===== src/rtl/lfsr_target_picker.sv =====
// lfsr_target_picker: pseudo-random box selector for the mole/box game.
// An XNOR Fibonacci LFSR supplies candidates. A draw rejects out-of-range
// candidates and, optionally, a repeat of the previous box. If too many
// candidates are rejected, a deterministic fallback box is used instead.
module lfsr_target_picker #(
    parameter int WIDTH        = 8,
    parameter int NUM_BOXES    = 4,
    parameter int BOX_W        = 3,
    parameter int NO_REPEAT    = 1,
    parameter int MAX_TRIES    = 16,
    parameter int SEED_DEFAULT = 1
) (
    input  logic             CLOCK_50,
    input  logic             reset_signal,
    input  logic             enable,
    input  logic             reseed,
    input  logic             req,
    output logic             busy,
    output logic             valid,
    output logic [BOX_W-1:0] box,
    output logic [WIDTH-1:0] lfsr_state
);

    // Candidate width: enough bits to address every box.
    localparam int K     = (NUM_BOXES > 2) ? $clog2(NUM_BOXES) : 1;
    localparam int TRY_W = (MAX_TRIES > 1) ? $clog2(MAX_TRIES) : 1;

    localparam logic [WIDTH-1:0] SEED     = WIDTH'(SEED_DEFAULT);
    localparam logic [WIDTH-1:0] ALL_ONES = '1;
    localparam logic [WIDTH-1:0] CNT_ONE  = WIDTH'(1);
    localparam logic [BOX_W-1:0] NB       = BOX_W'(NUM_BOXES);
    localparam logic [BOX_W-1:0] ONE_B    = BOX_W'(1);
    localparam logic [TRY_W-1:0] TRY_LAST = TRY_W'(MAX_TRIES - 1);
    localparam logic [TRY_W-1:0] TRY_ONE  = TRY_W'(1);

    typedef enum logic {
        IDLE = 1'b0,
        DRAW = 1'b1
    } state_t;

    state_t           state_q, state_d;
    logic [WIDTH-1:0] lfsr_q, lfsr_d;
    logic [WIDTH-1:0] cnt_q;
    logic [BOX_W-1:0] box_q, box_d;
    logic [BOX_W-1:0] last_q, last_d;
    logic [TRY_W-1:0] try_q, try_d;
    logic             valid_q, valid_d;

    logic             fb;
    logic [K-1:0]     cand;
    logic [BOX_W-1:0] cand_box;
    logic [BOX_W-1:0] fallback_box;
    logic             cand_ok;

    // Feedback taps per width (1-based tap n is bit n-1). XNOR form keeps
    // all-zeros legal and makes all-ones the lockup state.
    if (WIDTH == 4) begin : g_fb_w4
        assign fb = ~(lfsr_q[3] ^ lfsr_q[2]);
    end else if (WIDTH == 5) begin : g_fb_w5
        assign fb = ~(lfsr_q[4] ^ lfsr_q[2]);
    end else if (WIDTH == 6) begin : g_fb_w6
        assign fb = ~(lfsr_q[5] ^ lfsr_q[4]);
    end else if (WIDTH == 7) begin : g_fb_w7
        assign fb = ~(lfsr_q[6] ^ lfsr_q[5]);
    end else begin : g_fb_w8
        assign fb = ~(lfsr_q[7] ^ lfsr_q[5] ^ lfsr_q[4] ^ lfsr_q[3]);
    end

    // The candidate uses the pre-step LFSR value. Box numbers are 1-based,
    // and a previous box of 0 means nothing has been drawn yet.
    assign cand         = lfsr_q[K-1:0];
    assign cand_box     = BOX_W'(cand) + ONE_B;
    assign cand_ok      = (BOX_W'(cand) < NB) &&
                          ((NO_REPEAT == 0) || (last_q == '0) || (cand_box != last_q));
    assign fallback_box = (last_q == NB) ? ONE_B : (last_q + ONE_B);

    // LFSR next value: reseed wins over a step and never loads the lockup value.
    always_comb begin
        lfsr_d = lfsr_q;
        if (reseed) begin
            lfsr_d = (cnt_q == ALL_ONES) ? SEED : cnt_q;
        end else if ((state_q == DRAW) || enable) begin
            lfsr_d = {lfsr_q[WIDTH-2:0], fb};
        end
    end

    // Draw FSM: IDLE waits for req; DRAW tests one candidate per edge.
    always_comb begin
        state_d = state_q;
        try_d   = try_q;
        box_d   = box_q;
        last_d  = last_q;
        valid_d = 1'b0;
        case (state_q)
            IDLE: begin
                if (req) begin
                    state_d = DRAW;
                    try_d   = '0;
                end
            end
            DRAW: begin
                if (cand_ok) begin
                    box_d   = cand_box;
                    last_d  = cand_box;
                    valid_d = 1'b1;
                    state_d = IDLE;
                end else if (try_q == TRY_LAST) begin
                    box_d   = fallback_box;
                    last_d  = fallback_box;
                    valid_d = 1'b1;
                    state_d = IDLE;
                end else begin
                    try_d = try_q + TRY_ONE;
                end
            end
        endcase
    end

    // State registers. Reset is asynchronous and aborts any draw in progress.
    always_ff @(posedge CLOCK_50 or posedge reset_signal) begin
        if (reset_signal) begin
            state_q <= IDLE;
            lfsr_q  <= SEED;
            cnt_q   <= '0;
            box_q   <= '0;
            last_q  <= '0;
            try_q   <= '0;
            valid_q <= 1'b0;
        end else begin
            state_q <= state_d;
            lfsr_q  <= lfsr_d;
            cnt_q   <= cnt_q + CNT_ONE;
            box_q   <= box_d;
            last_q  <= last_d;
            try_q   <= try_d;
            valid_q <= valid_d;
        end
    end

    assign busy       = (state_q == DRAW);
    assign valid      = valid_q;
    assign box        = box_q;
    assign lfsr_state = lfsr_q;

endmodule


===== config.mk =====
export PLATFORM = sky130hd
export DESIGN_NAME = lfsr_target_picker
export DESIGN_NICKNAME = d
export VERILOG_FILES = /design/src/rtl/lfsr_target_picker.sv
export SDC_FILE = /design/constraint.sdc
export NUM_CORES = 1
export LEC_CHECK = 0
export BUFFER_PORTS_ARGS = -buffer_cell sky130_fd_sc_hd__buf_2
export CAP_MARGIN = 20
export CELL_PAD_IN_SITES_DETAIL_PLACEMENT = 1
export CELL_PAD_IN_SITES_GLOBAL_PLACEMENT = 2
export CORE_ASPECT_RATIO = 0.75
export CORE_MARGIN = 2
export CORE_UTILIZATION = 33
export CTS_CLUSTER_SIZE = 20
export DETAILED_ROUTE_END_ITERATION = 12
export PLACE_DENSITY_LB_ADDON = 0.1
export SYNTH_ARGS = -nofsm -noshare
export SYNTH_HDL_FRONTEND = slang
export SYNTH_SLANG_ARGS = --single-unit

===== constraint.sdc =====
create_clock -name CLOCK_50 -period 2.02 [get_ports CLOCK_50]
set_input_delay 0.202 -clock CLOCK_50 [delete_from_list [all_inputs] [get_ports CLOCK_50]]
set_output_delay 0.202 -clock CLOCK_50 [all_outputs]
set_load 0.01 [all_outputs]

==> out/metrics.cfg <==
[yosys]
synth_area_mm2 = 0.00132
ys_async_sr_fraction_pct = 100
yosysWarnings = 0
synth-seq-area-share_pct = 47.6
synth.avg_cell_area_um2 = 10.7
synth_top_area_share_pct = 45.6
synth-edff-count = 0
synth_ff_type = dfrtp_1
ys_types = 37
synth_common_cells = 24 x dfrtp_1, 10 x nor2_1, 9 x a21oi_1, 7 x xnor2_1, 6 x nand2_1
syn_nets = 133
syn_inst = 123
yosysMostFrequentCell = dfrtp_1
synth_seq_cells = 25
synth_area_leaders = dfrtp_1 46%, ha_1 4.7%, xnor2_1 4.7%
yosysTopAreaCell = dfrtp_1

[floorplanning]
ios = 18
coreArea_mm2 = 0.00373
rows = 19
dieArea_mm2 = 0.00452
initial_core_util_pct = 35.3
die_y_um = 58.7
die_w_um = 77.0

[routing]
dr.pass1.iters = 4
post-route-drc-count = 0
viasPerCell = 5.16
drt_iter0_drc = 52
num_vias = 1063
wl_per_cell_um = 16.2
final_antenna_net_count = 0
totalWireLength_um = 3350

[clock_tree]
cts_tree = done
root_buffer = clkbuf_8
clkTransAtPathRegs_ns = 0.09
insertion_delay_ns = 0.27
numCtsBuffers = 3
htree_levels = 1
cts.sinks = 25
clockBufferDepth = 2

[critical_path]
slowest_stage = or3_4
cp-end-kind = register
cp.required_ns = 2.19
crit_chain = ha_2, or3_4, a2111oi_4, mux2_4, a22o_2
critPathTopFamily = compound AO/OA/AOI/OAI gates
worstPathArrival_ns = 2.22
cp.buffers_inverters = 0
crit_fanout = 3
slowest_delay_ns = 0.43
critPathKind = register to register
cp-start-kind = register

[power]
ir_worst_vdd_uv = 396
power.leakage_nw = 0.749
totalPowerFinal_mw = 1.90
p_per_area_mw_per_mm2 = 1170

[placed_design]
dp_hpwl_um = 2470
place_congestion = 0.770
numPortBuffers = 17

[finish]
n_antenna_cell = 0
num-nets-final = 165
area_growth_pct = 23.5
drive_above_1_share_pct = 30.5
final_util_pct = 43.6

[hold_path]
hold_class = input port to async pin

[timing]
max_freq_mhz = 487
setup_viol = 1
skew_ns = 0.00448
rsz0062_at_grt = yes
tightest_slew_ns = 0.761
worst_slack_ns = -0.0325
hold_viol = 0
relSlewSlack_pct = 49.2
finalMaxSlewViolations = 0
min_period_over_period_pct = 102
final.min_clock_period_ns = 2.05

[flow_run]
cap_violations = 0

[grt]
grt_max_degree = 21
grt_use_total_pct = 16.1
grt_pass1_wl_um = 5670
antenna_found_initial = 0
grt_pass1_vias = 1118
grt_overflow = 0

[run_status]
violations = negative setup slack
status = complete, but fails checks

[logic make-up after synthesis]
group / Yosys count / synth area share (%)
AOI/OAI and AO/OA: 33 / 19.5
xor gates and xnor gates: 12 / 7.98
adders and majority gates: 5 / 4.75
buffers and inverters: 9 / 2.56
DFF: 25 / 47.6
muxes: 5 / 3.99
and+or+nand+nor: 34 / 13.7
[sequential cells by signal, summed over array words and instances, names as in the netlist]
| name | cells |
|---|---|
| cnt_q | 8 |
| lfsr_state | 8 |
| valid | 1 |
| last_q | 3 |
| try_q | 4 |
| busy | 1 |
[layer usage]
metal	vias up	wire length, um	GRT usage (%)
met1	533	1780	23.5
met5	-	0	0
met3	4	139	3.83
met4	0	29	3.90
li1	504	-	-
met2	22	1400	24.4
[report_power, final]
part	switching (mW)	internal, mW	leakage (nW)	total, mW
clock	0.161	0.141	0.0228	0.302
combinational	0.503	0.432	0.422	0.935
sequential	0.0658	0.598	0.304	0.664
[final timing paths]
path | slack (ns) | endpoint | cells past startpoint | start
setup / recovery | -0.03 | try_q[1] | 5 | lfsr_state[1]
hold / removal | 0.05 | lfsr_state[5] | 2 | reset_signal
setup reg to reg | -0.03 | try_q[1] | 5 | lfsr_state[1]
hold reg to reg | 0.51 | cnt_q[7] | 1 | cnt_q[7]
max in group asynchronous | 1.37 | last_q[0] | 3 | reset_signal
min in group CLOCK_50 | 0.17 | lfsr_state[1] | 2 | reseed
[layout make-up]
cell class | count | area, um^2
Sequential cell | 25 | 629
Multi-Input combinational cell | 89 | 682
Timing Repair Buffer | 30 | 183
Fill cell | 438 | 2110
Inverter | 6 | 22.5
Clock buffer | 4 | 45.0
Tap cell | 52 | 65.1
[repair_timing]
item / in CTS / in global routing
setup endpoints to repair: 2 / 7
hold buffers: 0 / 0
pin swaps: 1 / 2
resized for setup: 3 / 1
setup buffers: 0 / 0
[layout by cell type, fill, tap and decap left out, drive strengths merged, types with 2 or more instances in the layout]
cell type,Yosys,layout
a2111oi,2,2
ha,5,5
a21oi,9,9
mux2,2,2
a22oi,4,4
mux2i,3,3
nor2b,2,2
buf,0,30
o21ai,3,3
nor2,10,10
a211oi,4,4
nand2,6,6
xnor2,7,7
clkbuf,3,4
a21o,2,2
and3,3,3
a2bb2oi,2,2
inv,5,5
a31oi,3,3
dfrtp,24,24
nand3,4,4
nand4,2,2
xor2,5,5
[worst register-to-register path: stages, from the launching register on]
cell	delay (ns)
dfrtp_1	0.40
ha_2	0.19
or3_4	0.43
a2111oi_4	0.40
mux2_4	0.33
a22o_2	0.20
[metrics by stage]
stage / TNS, ns / worst slack (ns) / hold slack [ns] / cell area (um^2) / instances
6_report: -0.0325 / -0.0325 / 0.0501 / 1630 / 206
5_1_grt: -0.116 / -0.0879 / 0.111 / 1630 / 206
4_1_cts: -0.0359 / -0.0359 / 0.0737 / 1620 / 206
3_5_place_dp: -0.219 / -0.151 / 0.378 / 1570 / 202
3_3_place_gp: -0.0609 / -0.0609 / 0.381 / 1570 / 202
2_1_floorplan: -0.0947 / -0.0947 / 0.228 / 1330 / 123
(Power assumes the default switching activity.)
